--- src/rtl/mdu_hilo_pkg.sv ---
// mdu_hilo_pkg: shared types and helpers for the multiply/divide unit.
package mdu_hilo_pkg;

    localparam int MDU_DATA_W = 32;

    typedef enum logic [3:0] {
        OP_NOP   = 4'd0,
        OP_MULT  = 4'd1,
        OP_MULTU = 4'd2,
        OP_DIV   = 4'd3,
        OP_DIVU  = 4'd4,
        OP_MTHI  = 4'd5,
        OP_MTLO  = 4'd6,
        OP_MFHI  = 4'd7,
        OP_MFLO  = 4'd8
    } MDUOp_t;

    typedef enum logic [1:0] {
        IDLE = 2'd0,
        MUL  = 2'd1,
        DIV  = 2'd2,
        DONE = 2'd3
    } MDU_STATE_t;

    // Ops that occupy the unit for more than one cycle.
    function automatic logic is_muldiv_op(input MDUOp_t op);
        return (op == OP_MULT) || (op == OP_MULTU) || (op == OP_DIV) || (op == OP_DIVU);
    endfunction

    function automatic logic is_div_op(input MDUOp_t op);
        return (op == OP_DIV) || (op == OP_DIVU);
    endfunction

    // Signed variants treat operand MSBs as sign bits.
    function automatic logic is_signed_op(input MDUOp_t op);
        return (op == OP_MULT) || (op == OP_DIV);
    endfunction

endpackage

--- src/rtl/mdu_hilo_div_core.sv ---
// mdu_hilo_div_core: radix-2 restoring divider datapath (div_core).
// Works on unsigned magnitudes; sign handling lives in the parent.
module mdu_hilo_div_core
    import mdu_hilo_pkg::*;
#(
    parameter int W = MDU_DATA_W
)
(
    input  logic         clk,
    input  logic         rst_n,
    input  logic         start,
    input  logic         step_en,
    input  logic [W-1:0] dividend,
    input  logic [W-1:0] divisor,
    output logic         done,
    output logic [W-1:0] quotient,
    output logic [W-1:0] remainder
);

    localparam int CW = $clog2(W);
    localparam logic [CW-1:0] LAST_STEP = CW'(W - 1);

    logic [W-1:0]  rem_q;
    logic [W-1:0]  quo_q;
    logic [W-1:0]  divisor_q;
    logic [CW-1:0] count_q;
    logic [W:0]    partial;
    logic [W:0]    diff;
    logic [W-1:0]  rem_next;
    logic          quo_bit;

    assign partial = {rem_q, quo_q[W-1]};
    assign diff    = partial - {1'b0, divisor_q};

    // Trial subtraction: keep the difference when it stays non-negative, else restore.
    always_comb begin
        rem_next = partial[W-1:0];
        quo_bit  = 1'b0;
        if (!diff[W]) begin
            rem_next = diff[W-1:0];
            quo_bit  = 1'b1;
        end
    end

    // Load operands on start, then shift one quotient bit in per step.
    always_ff @(posedge clk or negedge rst_n) begin
        if (!rst_n) begin
            rem_q     <= '0;
            quo_q     <= '0;
            divisor_q <= '0;
            count_q   <= '0;
        end else if (start) begin
            rem_q     <= '0;
            quo_q     <= dividend;
            divisor_q <= divisor;
            count_q   <= '0;
        end else if (step_en) begin
            rem_q   <= rem_next;
            quo_q   <= {quo_q[W-2:0], quo_bit};
            count_q <= count_q + 1'b1;
        end
    end

    assign done      = step_en && (count_q == LAST_STEP);
    assign quotient  = quo_q;
    assign remainder = rem_q;

endmodule

--- src/rtl/mdu_hilo.sv ---
// mdu_hilo: EXE-stage multiply/divide unit owning the HI/LO registers.
// MULT/MULTU take 3 cycles in EXE, DIV/DIVU take 34; the front end stalls meanwhile.
module mdu_hilo
    import mdu_hilo_pkg::*;
#(
    parameter int DATA_W = MDU_DATA_W
)
(
    input  logic              clk,
    input  logic              rst,
    input  MDUOp_t            EXE_MDUOp,
    input  logic              EXE_Valid,
    input  logic [DATA_W-1:0] EXE_OutA,
    input  logic [DATA_W-1:0] EXE_OutB,
    input  logic              MDU_Flush,
    output logic              MDU_Stall,
    output logic [DATA_W-1:0] MDU_Result,
    output logic [DATA_W-1:0] HI_o,
    output logic [DATA_W-1:0] LO_o
);

    MDU_STATE_t state_q, state_d;

    logic                start;
    logic                start_mul;
    logic                start_div;
    logic                stall_raw;
    logic                op_signed;
    logic                a_neg;
    logic                b_neg;
    logic [DATA_W-1:0]   a_abs;
    logic [DATA_W-1:0]   b_abs;
    logic [2*DATA_W-1:0] mul_a_ext;
    logic [2*DATA_W-1:0] mul_b_ext;
    logic [2*DATA_W-1:0] prod_d;
    logic [2*DATA_W-1:0] prod_q;
    logic [DATA_W-1:0]   a_raw_q;
    logic                q_neg_q;
    logic                r_neg_q;
    logic                div_zero_q;
    logic                is_div_q;
    logic                div_done;
    logic [DATA_W-1:0]   quo;
    logic [DATA_W-1:0]   rem;
    logic [DATA_W-1:0]   div_hi;
    logic [DATA_W-1:0]   div_lo;
    logic [DATA_W-1:0]   hi_q, hi_d;
    logic [DATA_W-1:0]   lo_q, lo_d;

    assign start     = (state_q == IDLE) && EXE_Valid && !MDU_Flush && is_muldiv_op(EXE_MDUOp);
    assign start_div = start && is_div_op(EXE_MDUOp);
    assign start_mul = start && !is_div_op(EXE_MDUOp);

    assign op_signed = is_signed_op(EXE_MDUOp);
    assign a_neg     = op_signed && EXE_OutA[DATA_W-1];
    assign b_neg     = op_signed && EXE_OutB[DATA_W-1];
    assign a_abs     = a_neg ? -EXE_OutA : EXE_OutA;
    assign b_abs     = b_neg ? -EXE_OutB : EXE_OutB;

    // Sign-extending both operands to full width makes one unsigned multiplier serve both flavours.
    assign mul_a_ext = {{DATA_W{a_neg}}, EXE_OutA};
    assign mul_b_ext = {{DATA_W{b_neg}}, EXE_OutB};
    assign prod_d    = mul_a_ext * mul_b_ext;

    mdu_hilo_div_core #(.W(DATA_W)) u_div_core (
        .clk       (clk),
        .rst_n     (rst),
        .start     (start_div),
        .step_en   (state_q == DIV),
        .dividend  (a_abs),
        .divisor   (b_abs),
        .done      (div_done),
        .quotient  (quo),
        .remainder (rem)
    );

    // Divide-by-zero bypasses sign fixup and returns the raw dividend in HI.
    assign div_lo = div_zero_q ? '1      : (q_neg_q ? -quo : quo);
    assign div_hi = div_zero_q ? a_raw_q : (r_neg_q ? -rem : rem);

    // State register.
    always_ff @(posedge clk or negedge rst) begin
        if (!rst) begin
            state_q <= IDLE;
        end else begin
            state_q <= state_d;
        end
    end

    // Next-state logic; a flush while busy aborts straight back to IDLE.
    always_comb begin
        state_d   = state_q;
        stall_raw = 1'b0;
        unique case (state_q)
            IDLE: begin
                stall_raw = start;
                if (start) begin
                    state_d = start_div ? DIV : MUL;
                end
            end
            MUL: begin
                stall_raw = 1'b1;
                state_d   = MDU_Flush ? IDLE : DONE;
            end
            DIV: begin
                stall_raw = 1'b1;
                if (MDU_Flush) begin
                    state_d = IDLE;
                end else if (div_done) begin
                    state_d = DONE;
                end
            end
            DONE: begin
                state_d = IDLE;
            end
            default: begin
                state_d = IDLE;
            end
        endcase
    end

    assign MDU_Stall = rst && stall_raw;

    // Capture the product and the divide bookkeeping when an op starts.
    always_ff @(posedge clk or negedge rst) begin
        if (!rst) begin
            prod_q     <= '0;
            a_raw_q    <= '0;
            q_neg_q    <= 1'b0;
            r_neg_q    <= 1'b0;
            div_zero_q <= 1'b0;
            is_div_q   <= 1'b0;
        end else if (start) begin
            is_div_q <= start_div;
            if (start_mul) begin
                prod_q <= prod_d;
            end
            if (start_div) begin
                a_raw_q    <= EXE_OutA;
                q_neg_q    <= a_neg ^ b_neg;
                r_neg_q    <= a_neg;
                div_zero_q <= (EXE_OutB == '0);
            end
        end
    end

    // HI/LO update: result commit in DONE, or MTHI/MTLO while idle; flush blocks both.
    always_comb begin
        hi_d = hi_q;
        lo_d = lo_q;
        if ((state_q == DONE) && !MDU_Flush) begin
            hi_d = is_div_q ? div_hi : prod_q[2*DATA_W-1:DATA_W];
            lo_d = is_div_q ? div_lo : prod_q[DATA_W-1:0];
        end else if ((state_q == IDLE) && EXE_Valid && !stall_raw && !MDU_Flush) begin
            if (EXE_MDUOp == OP_MTHI) begin
                hi_d = EXE_OutA;
            end
            if (EXE_MDUOp == OP_MTLO) begin
                lo_d = EXE_OutA;
            end
        end
    end

    // HI/LO registers.
    always_ff @(posedge clk or negedge rst) begin
        if (!rst) begin
            hi_q <= '0;
            lo_q <= '0;
        end else begin
            hi_q <= hi_d;
            lo_q <= lo_d;
        end
    end

    // MFHI/MFLO read the registers directly since every write commits in EXE.
    always_comb begin
        MDU_Result = '0;
        if (EXE_MDUOp == OP_MFHI) begin
            MDU_Result = hi_q;
        end else if (EXE_MDUOp == OP_MFLO) begin
            MDU_Result = lo_q;
        end
    end

    assign HI_o = hi_q;
    assign LO_o = lo_q;

endmodule

--- config.mk ---
export PLATFORM = sky130hd
export DESIGN_NAME = mdu_hilo
export DESIGN_NICKNAME = d
export VERILOG_FILES = /design/src/rtl/mdu_hilo_pkg.sv /design/src/rtl/mdu_hilo_div_core.sv /design/src/rtl/mdu_hilo.sv
export SDC_FILE = /design/constraint.sdc
export NUM_CORES = 2
export LEC_CHECK = 0
export BUFFER_PORTS_ARGS = -buffer_cell sky130_fd_sc_hd__buf_2
export CAP_MARGIN = 10
export CORE_MARGIN = 5
export CORE_UTILIZATION = 70
export CTS_CLUSTER_SIZE = 40
export DETAILED_ROUTE_END_ITERATION = 16
export PLACE_DENSITY = 0.95
export SYNTH_ARGS = -nofsm -noshare
export SYNTH_HDL_FRONTEND = slang
export SYNTH_HIERARCHICAL = 1
export SYNTH_SLANG_ARGS = --single-unit
export TNS_END_PERCENT = 50
--- constraint.sdc ---
create_clock -name clk -period 8.8 [get_ports clk]
set_input_delay 0.44 -clock clk [delete_from_list [all_inputs] [get_ports clk]]
set_output_delay 0.44 -clock clk [all_outputs]
set_load 0.05 [all_outputs]
* Word level (Yosys, flattened, before mapping)
Index checks and enable logic that the tools add are counted.
** Word-level totals
- Flip-flop bits (word level) :: 267
- Bits of input ports :: 72
- Logic and storage cells :: 98
** Cells by class
- Equality and inequality tests :: 14
- Multiply operators :: 1
- Add/sub/neg operators :: 6
- Multiplexer cells :: 31
- Reduce and logical (&&, ||, !) cells :: 32
- Bitwise logic cells :: 1
** Operators by type and width (count)
- 2-to-1 mux 32 bit :: 21
- negator 32 bit :: 4
- multiplier 33 x 33 -> 64 bit :: 1
- subtractor 33 x 32 -> 33 bit :: 1
- logical NOT 32 bit :: 1
- equality test 4 x 3 -> 1 bit (second input constant) :: 4
- logical AND 1 bit :: 12
- 2-to-1 mux 2 bit :: 5
- 2-to-1 mux 5 bit :: 2
- AND reduction 2 bit :: 5
- equality test 4 x 2 -> 1 bit (second input constant) :: 2
- case mux 2 bit (4 select lines) :: 1
- nonzero test 2 bit :: 4
- adder 5 x 1 -> 5 bit (second input constant) :: 1
- equality test 5 bit (second input constant) :: 1
- logical OR 1 bit :: 5
- equality test 2 bit (second input constant) :: 2
- equality test 4 x 1 -> 1 bit (second input constant) :: 1
- equality test 4 bit (second input constant) :: 1
- logical NOT 1 bit :: 3
- inequality test 3 bit (second input constant) :: 1
- equality test 2 x 1 -> 1 bit (second input constant) :: 1
- logical NOT 2 bit :: 1
- inequality test 2 bit (second input constant) :: 1
- other kinds (4) :: 4

* Depth between registers and ports, before layout
- Depth after elaboration :: 11
- Mapped depth :: 32
- Gate-level depth less buffers :: 29

* Cells and area by module
The synthesis kept the hierarchy.
** Modules (own cells, without submodules)
- mdu_hilo :: instances 1, area an instance 48634.1 µm², cells an instance 5434
- mdu_hilo_div_core :: instances 1, area an instance 6314.8 µm², cells an instance 709

* Worst setup path after synthesis
No wires, ideal clock.
- Kind :: in2reg
- Start :: in EXE_MDUOp[0]
- End :: reg prod_q[63]
- Arrival :: 8.376 ns
- Path buffers :: 3
- Library setup time :: 0.135 ns
- Setup slack :: 0.289 ns
- Cell stages on the path :: 28
- Required time :: 8.665 ns
- Cell sequence :: clkbuf_1 > nor3b_1 > and2_0 > clkbuf_1 > nand2_1 > inv_1 > fa_1 > fa_1 > fa_1 > inv_1 > fa_1 > fa_1 > fa_1 > fa_1 > fa_1 > inv_1 > ha_1 > clkbuf_1 > a21oi_1 > o21bai_1 > a21o_1 > a31o_2 > a31oi_1 > a31oi_1 > a221o_1 > a21oi_1 > xnor2_1 > o21ai_0
** On the way
- Word-level cells in the longest chain between the ends :: 7
- Elaborated cells on any way between the ends :: 16
- Classes of those cells :: mul: 1; eq/ne: 4; reduce/logical: 11
** Ends and longest elaborated chain
- start: declaration :: line mdu_hilo.sv:11 : input MDUOp_t EXE_MDUOp,
- parallel branches: the longest is 7 deep, another holds multiplier 33 x 33 -> 64 bit
- end signal: assignment :: line mdu_hilo.sv:136 : prod_q <= prod_d;
- end: declaration :: line mdu_hilo.sv:36 : logic [2*DATA_W-1:0] prod_q;
Several ways; the timed one is not identified.
A chain may end at the register's enable or synchronous reset.

* Worst setup path in the final report
Ends and elaborated chain as after synthesis.

==> flow_summary.json <==
{
  "maxCapViolCount": 0,
  "fin_skew_ps": 11.2,
  "setup_viol": 0,
  "portBuffers": 168,
  "synthAdderAreaFrac_pct": 46.8,
  "gp_congestion": 1.01,
  "synth-async-reset-ratio_pct": 100,
  "dieWidth_um": 290,
  "worst_setup_path_start_kind": "primary input",
  "drive_gt1_share_pct": 7.38,
  "synth_top_family_by_area": "adder cells",
  "fin_nets": 7518,
  "multi_input_area_mm2": 0.0424,
  "tightest_slew_ps": 1120,
  "cts_root_buf": "clkbuf_16",
  "ff2ff_setup_slack_ps": 4930,
  "whs_path_depth": 4,
  "grt_usage_pct": 40.2,
  "slew_headroom_pct": 25.4,
  "synth_top_cells_by_count": "inv_1 (1163), fa_1 (1126), nand2_1 (1010)",
  "cts_htree_levels": 1,
  "finalHoldViolCount": 0,
  "clock_sinks": 267,
  "synth_area_leaders": "fa_1 (41%), dfrtp_1 (12%), inv_1 (7.9%)",
  "die_area_mm2": 0.0842,
  "crit_family": "adder cells",
  "wl_per_cell_um": 23.7,
  "outcome": "completed",
  "synth_cells": 6143,
  "max_freq_mhz": 117,
  "synthesis.nets": 7596,
  "worst-path-buf-inv": 6,
  "worstPathArrival_ps": 8960,
  "grt_pass1_vias": 50100,
  "yosysSeqAreaShare_pct": 12.2,
  "synth_edf_count": 0,
  "final.fill_count": 5086,
  "synth_most_common_cell": "inv_1",
  "antenna_found_initial": 9,
  "die_y_um": 290,
  "hpwl_um": 134000,
  "drt-pass1-iter-count": 9,
  "overflow": 0,
  "grt_pass1_wl_um": 269000,
  "min-delay-start": "MDU_Flush",
  "cp-end-kind": "flop",
  "drc": 0,
  "critPathMaxStageDelay_ps": 720,
  "crit_fanout": 17,
  "slowest_stage": "fa_1",
  "timing.rr.end": "u_div_core/divisor_q[20]",
  "r2r-start": "state_q[0]",
  "seqCellArea_mm2": 0.00669,
  "maxSlewViolCount": 0,
  "drt_iter0_markers": 5235,
  "area_growth_pct": 4.73,
  "design_area_mm2": 0.0576,
  "initial_core_util_pct": 70.8,
  "hold_end": "state_q[0]",
  "wirelength_um": 169000,
  "synth-xor-area-share_pct": 3.47,
  "critical_path_required_ps": 9210,
  "antenna_left": 0,
  "place_area_mm2": 0.0566,
  "ff2ff_path_depth": 8,
  "synth-seq-cells": 267,
  "ys_types": 88,
  "period_share_pct": 97.2,
  "top_level_ports": 169,
  "synth_top_area_share_pct": 41.0,
  "core-area_mm2": 0.0776,
  "clkTransAtPathRegs_ps": 70,
  "synth_ff_type": "dfrtp_1",
  "num_rows": 102,
  "hold_class": "in2reg",
  "synth_area_per_cell_um2": 8.94,
  "synth-compound-area-share_pct": 8.98,
  "cts_buffers": 26,
  "period_minus_slack_ps": 8550,
  "syn-cell-area_mm2": 0.0549,
  "vias": 45800,
  "grt_start_max_net_pins": 104,
  "whs_ps": 333,
  "setup.worst_path.class": "in2reg",
  "cpMostUsedCell": "fa_1",
  "yosys.area_share.simple_pct": 14.9,
  "cts_tree": "yes",
  "clk_latency_ps": 560,
  "ys_warn_count": 6,
  "synth_mux_area_share_pct": 2.79,
  "via_per_inst": 6.42,
  "synth_top_area_cell": "fa_1",
  "clock_path_buffers": 3
}
-- state kept, by name, indices dropped and copies added (netlist names), 5 cells and up --
signal / flops
HI_o: 32
u_div_core/quotient: 32
u_div_core/divisor_q: 32
a_raw_q: 32
u_div_core/remainder: 32
u_div_core/count_q: 5
prod_q: 64
LO_o: 32
-- kinds of logic (layout without fill, tap and decap cells) --
kind of cell | after synthesis | count (layout)
compound gates | 774 | 774
xor+xnor | 218 | 218
fa+ha+maj | 1381 | 1381
buf+inv | 1568 | 1510
flops | 267 | 267
mux | 146 | 146
other cells | 0 | 9
simple gates | 1789 | 1789
-- worst reg2reg max path: cells and delay by family (launching register included) --
kind                     cells  cell delay (ps)
buffers and inverters        3             1980
AND/OR/NAND/NOR              2              800
flip-flops                   1              420
AO/OA/AOI/OAI                2              340
adder cells (fa/ha/maj)      1              220
-- layout by cell type, fill, tap and decap left out, drive strengths merged, types with 57 or more instances in the layout --
cell type  count
and2         343
xor2          91
ha           255
nor2         193
mux2          57
buf          298
fa          1126
nand2       1010
mux2i         89
dfrtp        267
inv         1163
a21oi        181
xnor2        127
o21ai        255
-- worst max-delay path by stage --
stage	from	end	slack, ps	cells past startpoint
floorplan	EXE_MDUOp[0]	prod_q[63]	290	28
global placement	EXE_MDUOp[0]	prod_q[48]	190	28
detailed placement	EXE_MDUOp[0]	prod_q[61]	-50	27
CTS	EXE_MDUOp[0]	prod_q[61]	470	27
global route	EXE_MDUOp[0]	prod_q[63]	-40	28
finish	EXE_MDUOp[0]	prod_q[63]	250	28
-- layout make-up --
| cell class | count | area share, % |
|---|---|---|
| Antenna cell | 9 | 0.0391 |
| Clock buffer | 33 | 1.25 |
| Clock inverter | 15 | 0.322 |
| Inverter | 1163 | 7.59 |
| Multi-Input combinational cell | 4308 | 73.7 |
| Sequential cell | 267 | 11.6 |
| Tap cell | 1040 | 2.26 |
| Timing Repair Buffer | 299 | 3.26 |
-- per-layer routing --
metal / GRT usage (%) / vias up / share of wire [%]
met5: 0 / - / 0.020
met4: 28.5 / 6 / 9.3
met3: 9.25 / 1107 / 11
met2: 64.2 / 3519 / 47
met1: 48.6 / 22600 / 33
li1: - / 18600 / -
-- what timing repair did --
item | CTS | global route
setup endpoints to repair | 0 | 2
setup buffers | 0 | 6
gates resized for setup | 0 | 3
hold endpoints to repair | 70 | 0
hold buffers | 1 | 0
-- stage by stage --
stage / worst slack (ps) / setup TNS, ps / cells / util [%]
after floorplan: 289 / 0 / 6143 / -
after global placement: 193 / 0 / 7070 / 72.9
after detailed placement: -48.6 / -48.6 / 7070 / 72.9
after CTS: 473 / 0 / 7119 / 74.1
after global routing: -37.8 / -37.8 / 7126 / 74.1
final: 249 / 0 / 7134 / 74.2
Power is left out: the tool's default activity adds up to more than one toggle a clock period on the data nets, which glitch-free logic cannot reach.
